**src/rtl/countdown_timer_pkg.sv**
```systemverilog
// Shared types and defaults for the countdown timer slice.
package countdown_pkg;

    localparam int DEFAULT_WIDTH      = 4;
    localparam int DEFAULT_PRESCALE_W = 4;

    typedef enum logic [1:0] {
        IDLE = 2'd0,
        RUN  = 2'd1,
        DONE = 2'd2
    } state_e;

endpackage

```
**src/rtl/countdown_timer_tick_prescaler.sv**
```systemverilog
// Prescale divider: emits one tick every prescale+1 enabled cycles.
// The >= compare means lowering prescale below the running count still
// produces a tick on the next enabled cycle instead of waiting for a wrap.
module tick_prescaler
    import countdown_pkg::*;
#(
    parameter int PRESCALE_W = DEFAULT_PRESCALE_W
) (
    input  logic                  clock,
    input  logic                  reset,
    input  logic                  clr_i,
    input  logic                  enable_i,
    input  logic [PRESCALE_W-1:0] prescale_i,
    output logic                  tick_o
);

    logic [PRESCALE_W-1:0] pre_cnt_q;
    logic [PRESCALE_W-1:0] pre_cnt_d;

    // Next divider value and tick; clr forces zero and suppresses the tick.
    always_comb begin
        pre_cnt_d = pre_cnt_q;
        tick_o    = 1'b0;
        if (clr_i) begin
            pre_cnt_d = '0;
        end else if (enable_i) begin
            if (pre_cnt_q >= prescale_i) begin
                tick_o    = 1'b1;
                pre_cnt_d = '0;
            end else begin
                pre_cnt_d = pre_cnt_q + PRESCALE_W'(1);
            end
        end
    end

    // Divider register with synchronous reset.
    always_ff @(posedge clock) begin
        if (reset) begin
            pre_cnt_q <= '0;
        end else begin
            pre_cnt_q <= pre_cnt_d;
        end
    end

endmodule

```
**src/rtl/countdown_timer.sv**
```systemverilog
// Loadable down-counter with prescaler, one-shot or auto-reload expiry,
// a sticky underflow flag and a one-cycle expire pulse.
module countdown_timer
    import countdown_pkg::*;
#(
    parameter int WIDTH      = DEFAULT_WIDTH,
    parameter int PRESCALE_W = DEFAULT_PRESCALE_W
) (
    input  logic                  clock,
    input  logic                  reset,
    input  logic                  load_i,
    input  logic [WIDTH-1:0]      load_value_i,
    input  logic                  enable_i,
    input  logic                  auto_reload_i,
    input  logic [PRESCALE_W-1:0] prescale_i,
    input  logic                  clear_underflow_i,
    output logic [WIDTH-1:0]      count_o,
    output logic                  underflow_o,
    output logic                  expire_o,
    output logic                  busy_o
);

    state_e           state_q;
    state_e           state_d;
    logic [WIDTH-1:0] count_q;
    logic [WIDTH-1:0] count_d;
    logic [WIDTH-1:0] reload_q;
    logic [WIDTH-1:0] reload_d;
    logic             underflow_q;
    logic             underflow_d;
    logic             expire_q;
    logic             expire_d;
    logic             tick;
    logic             pre_clr;

    // The divider only runs in RUN, and a load restarts it from zero so any
    // tick due in the load cycle is dropped.
    assign pre_clr = load_i || (state_q != RUN);

    tick_prescaler #(
        .PRESCALE_W (PRESCALE_W)
    ) u_prescaler (
        .clock      (clock),
        .reset      (reset),
        .clr_i      (pre_clr),
        .enable_i   (enable_i),
        .prescale_i (prescale_i),
        .tick_o     (tick)
    );

    // Next-state logic: load beats tick; expiry sets underflow over a clear.
    always_comb begin
        state_d     = state_q;
        count_d     = count_q;
        reload_d    = reload_q;
        expire_d    = 1'b0;
        underflow_d = clear_underflow_i ? 1'b0 : underflow_q;
        if (load_i) begin
            count_d  = load_value_i;
            reload_d = load_value_i;
            state_d  = RUN;
        end else if (tick && (state_q == RUN)) begin
            if (count_q != '0) begin
                count_d = count_q - WIDTH'(1);
            end else begin
                expire_d    = 1'b1;
                underflow_d = 1'b1;
                if (auto_reload_i) begin
                    count_d = reload_q;
                end else begin
                    state_d = DONE;
                end
            end
        end
    end

    // State, count, reload value and flags, all with synchronous reset.
    always_ff @(posedge clock) begin
        if (reset) begin
            state_q     <= IDLE;
            count_q     <= '0;
            reload_q    <= '0;
            underflow_q <= 1'b0;
            expire_q    <= 1'b0;
        end else begin
            state_q     <= state_d;
            count_q     <= count_d;
            reload_q    <= reload_d;
            underflow_q <= underflow_d;
            expire_q    <= expire_d;
        end
    end

    assign count_o     = count_q;
    assign underflow_o = underflow_q;
    assign expire_o    = expire_q;
    assign busy_o      = (state_q == RUN);

endmodule

```
**config.mk**
```make
export PLATFORM = sky130hd
export DESIGN_NAME = countdown_timer
export DESIGN_NICKNAME = d
export VERILOG_FILES = /design/src/rtl/countdown_timer_pkg.sv /design/src/rtl/countdown_timer_tick_prescaler.sv /design/src/rtl/countdown_timer.sv
export SDC_FILE = /design/constraint.sdc
export NUM_CORES = 1
export LEC_CHECK = 0
export CORE_ASPECT_RATIO = 0.9
export CORE_MARGIN = 4
export CORE_UTILIZATION = 28
export CTS_CLUSTER_SIZE = 16
export DETAILED_ROUTE_END_ITERATION = 8
export PLACE_DENSITY = 0.52
export SYNTH_ARGS = -nofsm -noshare
export SYNTH_HDL_FRONTEND = slang
export SYNTH_HIERARCHICAL = 1
export SYNTH_SLANG_ARGS = --single-unit
```
**constraint.sdc**
```tcl
create_clock -name clock -period 2.7 [get_ports clock]
set_input_delay 0.405 -clock clock [delete_from_list [all_inputs] [get_ports clock]]
set_output_delay 0.405 -clock clock [all_outputs]
set_load 0.03 [all_outputs]
```
==> metrics, run 1 <==
die area roughly 4300 um2; highest fanout seen on the critical path 4; largest net degree at the start of global routing 17; wire length per cell 11.61 um; CP Launch Point prescale_i[0]; CTS tree done; setup violators final 0; Mapped Nets 128; placed cell count 167; CTS H-Tree Depth 1; Chip Width 68.66 um; total routing resource utilization after global routing 10.37%; number of enable flip-flop cells after synthesis 0; source-to-sink clock delay at the later pin of the worst-skew pair roughly 0.25 ns; number of maximum-capacitance constraint violations 0; element type at the critical path end register; fin. max-slew vios 0; largest cells by area after synthesis sky130_fd_sc_hd__dfxtp_1 35%, sky130_fd_sc_hd__ha_1 8.1%, sky130_fd_sc_hd__mux2i_1 5.4%; vias 810; placement row count 19; global-route wire length before repair 3.429 mm; worst hold margin 0.4904 ns; Sink Count 16; Vert. Die Dim approximately 63 um; commonest register cell after synthesis sky130_fd_sc_hd__dfxtp_1; drt total wl 1.973 mm; number of gates resized after cts 0; top cell type's share of synthesized area about a third; achievable frequency 0.4272 GHz; required time of the critical path 2.86 ns; final HPWL from detailed placement 1.513 mm; outcome completed; count of state elements after synthesis 16; number of unique standard cell types used by synthesis 35; Iter 0 DRT Violations 32; TritonRoute pass-1 iters 4; Finished Cell Area ~1200 um2; static power due to leakage 0.4892 nW; DRC errors left 0; initial core utilization 29.77%; leading cell type by number of instances after synthesis sky130_fd_sc_hd__dfxtp_1; CTS Hold Bufs 0; Syn. warnings 6; Layout Skew 0.003313 ns; top cells by instance count after synthesis 16 x sky130_fd_sc_hd__dfxtp_1, 11 x sky130_fd_sc_hd__inv_1, 10 x sky130_fd_sc_hd__nor2_1; gpl congestion around 0.75; critical path launch point type input pin; CTS Buf Count 3; count of mapped cells out of synthesis 108; transition time of the tightest slew-check pin 0.5500 ns; Avg Inst Size Synth approximately 8.6 um2; area of the mapped netlist 927.1 um2; Final Hold Violating Endpoints 0; share of the yosys chip area belonging to registers 34.55%; Area Overhead vs Synth 30.77%; Slew HR between 60% and 70%; layout cells sized above 1 7.813%; cell area reported after detailed placement 1171 um2; unrepaired setup endpoints after global routing no; global route overflow 0; fin crit share just under 90%; beginning of the worst register-to-register path u_prescaler/pre_cnt_q[0]$_SDFFE_PP0P_; maximum count of clock buffers along a single path 2; path category of the worst min-delay check reg -> reg; placeable core region between 3000 and 4000 um2; clock slew at the register clock pins of the worst setup and hold paths 0.06 ns; data arrival at the endpoint of the critical path 2.51 ns; number of nets still failing antenna checks after routing 0; Power Total 0.0005388 W; I/O pin count 21; Worst Setup Path Type in -> reg; launch point of the worst hold path u_prescaler/pre_cnt_q[1]$_SDFFE_PP0P_; proportion of synthesized flip-flops having asynchronous set or reset 0%; ratio of routed vias to standard cells 4.765; shortest period the worst path allows about 2.3 ns; number of antenna diodes 0; vias in the first global route 832; setup fix buffers added after clock tree synthesis 0; sum of negative setup slack 0 ns; Clock Tree Root sky130_fd_sc_hd__clkbuf_8; power density over cell area 444.4 nW/um2; VDD IR-drop max between 0.3 and 0.4 mV; number of non-filler instances in the completed layout 170; number of antenna violations at the first check in global routing 0; # nets final 150; number of port buffers 20; Yosys top cell by area sky130_fd_sc_hd__dfxtp_1
per-stage QoR:
stage / setup slack (ns) / util, %
after global placement: 0.1497 / 37.61
final: 0.3591 / 38.93
after CTS: 0.3577 / 38.93
after floorplan: 0.5932 / -
after global routing: 0.1562 / 38.93
after detailed placement: 0.09935 / 37.61
cells in the final DEF (no fill, tap or decap), types with 2 or more instances in the layout:
master	synthesis	routed
sky130_fd_sc_hd__dfxtp_1	16	16
sky130_fd_sc_hd__and3b_1	2	2
sky130_fd_sc_hd__nor2b_1	5	5
sky130_fd_sc_hd__a221oi_2	2	2
sky130_fd_sc_hd__inv_1	11	11
sky130_fd_sc_hd__o21ai_1	2	2
sky130_fd_sc_hd__nand2_1	7	7
sky130_fd_sc_hd__o22ai_1	2	2
sky130_fd_sc_hd__ha_1	6	6
sky130_fd_sc_hd__nand3_1	2	2
sky130_fd_sc_hd__clkbuf_8	0	3
sky130_fd_sc_hd__nor3_1	6	6
sky130_fd_sc_hd__mux2i_1	5	5
sky130_fd_sc_hd__a311oi_1	2	2
sky130_fd_sc_hd__clkdlybuf4s50_1	0	20
sky130_fd_sc_hd__nand2b_1	2	2
sky130_fd_sc_hd__a21oi_1	7	7
sky130_fd_sc_hd__nor2_1	10	10
final timing paths:
kind                                            to  slack (ns)  depth (start not counted)
max                        count_o[3]$_SDFFE_PP0P_        0.36                         10
min          u_prescaler/pre_cnt_q[1]$_SDFFE_PP0P_        0.49                          2
max reg2reg                count_o[3]$_SDFFE_PP0P_        0.46                         10
min reg2reg  u_prescaler/pre_cnt_q[1]$_SDFFE_PP0P_        0.49                          2
final cells by class:
class                      instances  area (um2)
multi-input combinational         77       549.3
fill                             328        1902
timing repair buffer              21       207.7
clock buffer                       3       41.29
inverter                          11       41.29
tap                               42       52.55
sequential                        16       320.3
cells by family (layout without fill, tap and decap cells):
family          Yosys count  after routing  synth area share (%)
mux                       5              5                 5.398
simple gates             40             40                 24.29
xor+xnor                  1              1                0.9448
buf+inv                  15             35                 6.207
compound gates           25             25                 20.51
fa+ha+maj                 6              6                 8.097
flops                    16             16                 34.55
flip-flops by register name (all words and copies together) (netlist names):
| name | count |
|---|---|
| count_o | 4 |
| expire_o | 1 |
| reload_q | 4 |
| state_q | 2 |
| u_prescaler/pre_cnt_q | 4 |
| underflow_o | 1 |
metal layers:
| metal | global-route usage (%) | routed length (um) |
|---|---|---|
| met1 | 12.10 | 904 |
| met2 | 16.81 | 915 |
| met3 | 3.957 | 131 |
| met4 | 3.722 | 21 |
| met5 | 0 | 0 |
report_power, final:
group | internal (W) | switching, W
clock | 0.0000989 | 0.0000795
combinational | 0.0000531 | 0.0000515
sequential | 0.000245 | 0.0000104
total | 0.000397 | 0.000141
worst max-delay path, stage by stage:
cell and delay [ns]:
sky130_fd_sc_hd__clkdlybuf4s50_1 0.41, sky130_fd_sc_hd__ha_1 0.28, sky130_fd_sc_hd__nand2b_4 0.11, sky130_fd_sc_hd__a211oi_2 0.07, sky130_fd_sc_hd__o21bai_1 0.18, sky130_fd_sc_hd__and3b_1 0.20, sky130_fd_sc_hd__nand3b_1 0.14, sky130_fd_sc_hd__a21o_1 0.21
sky130_fd_sc_hd__a311o_1 0.29, sky130_fd_sc_hd__a221oi_2 0.22
No activity file was read; power rests on OpenSTA's default activity.
==> run 2, diff against run 1 <==
- SLEW_MARGIN: default -> 5
==> results of run 2 <==
Same layout as run 1: the final DEF is identical, and so are final timing and power.
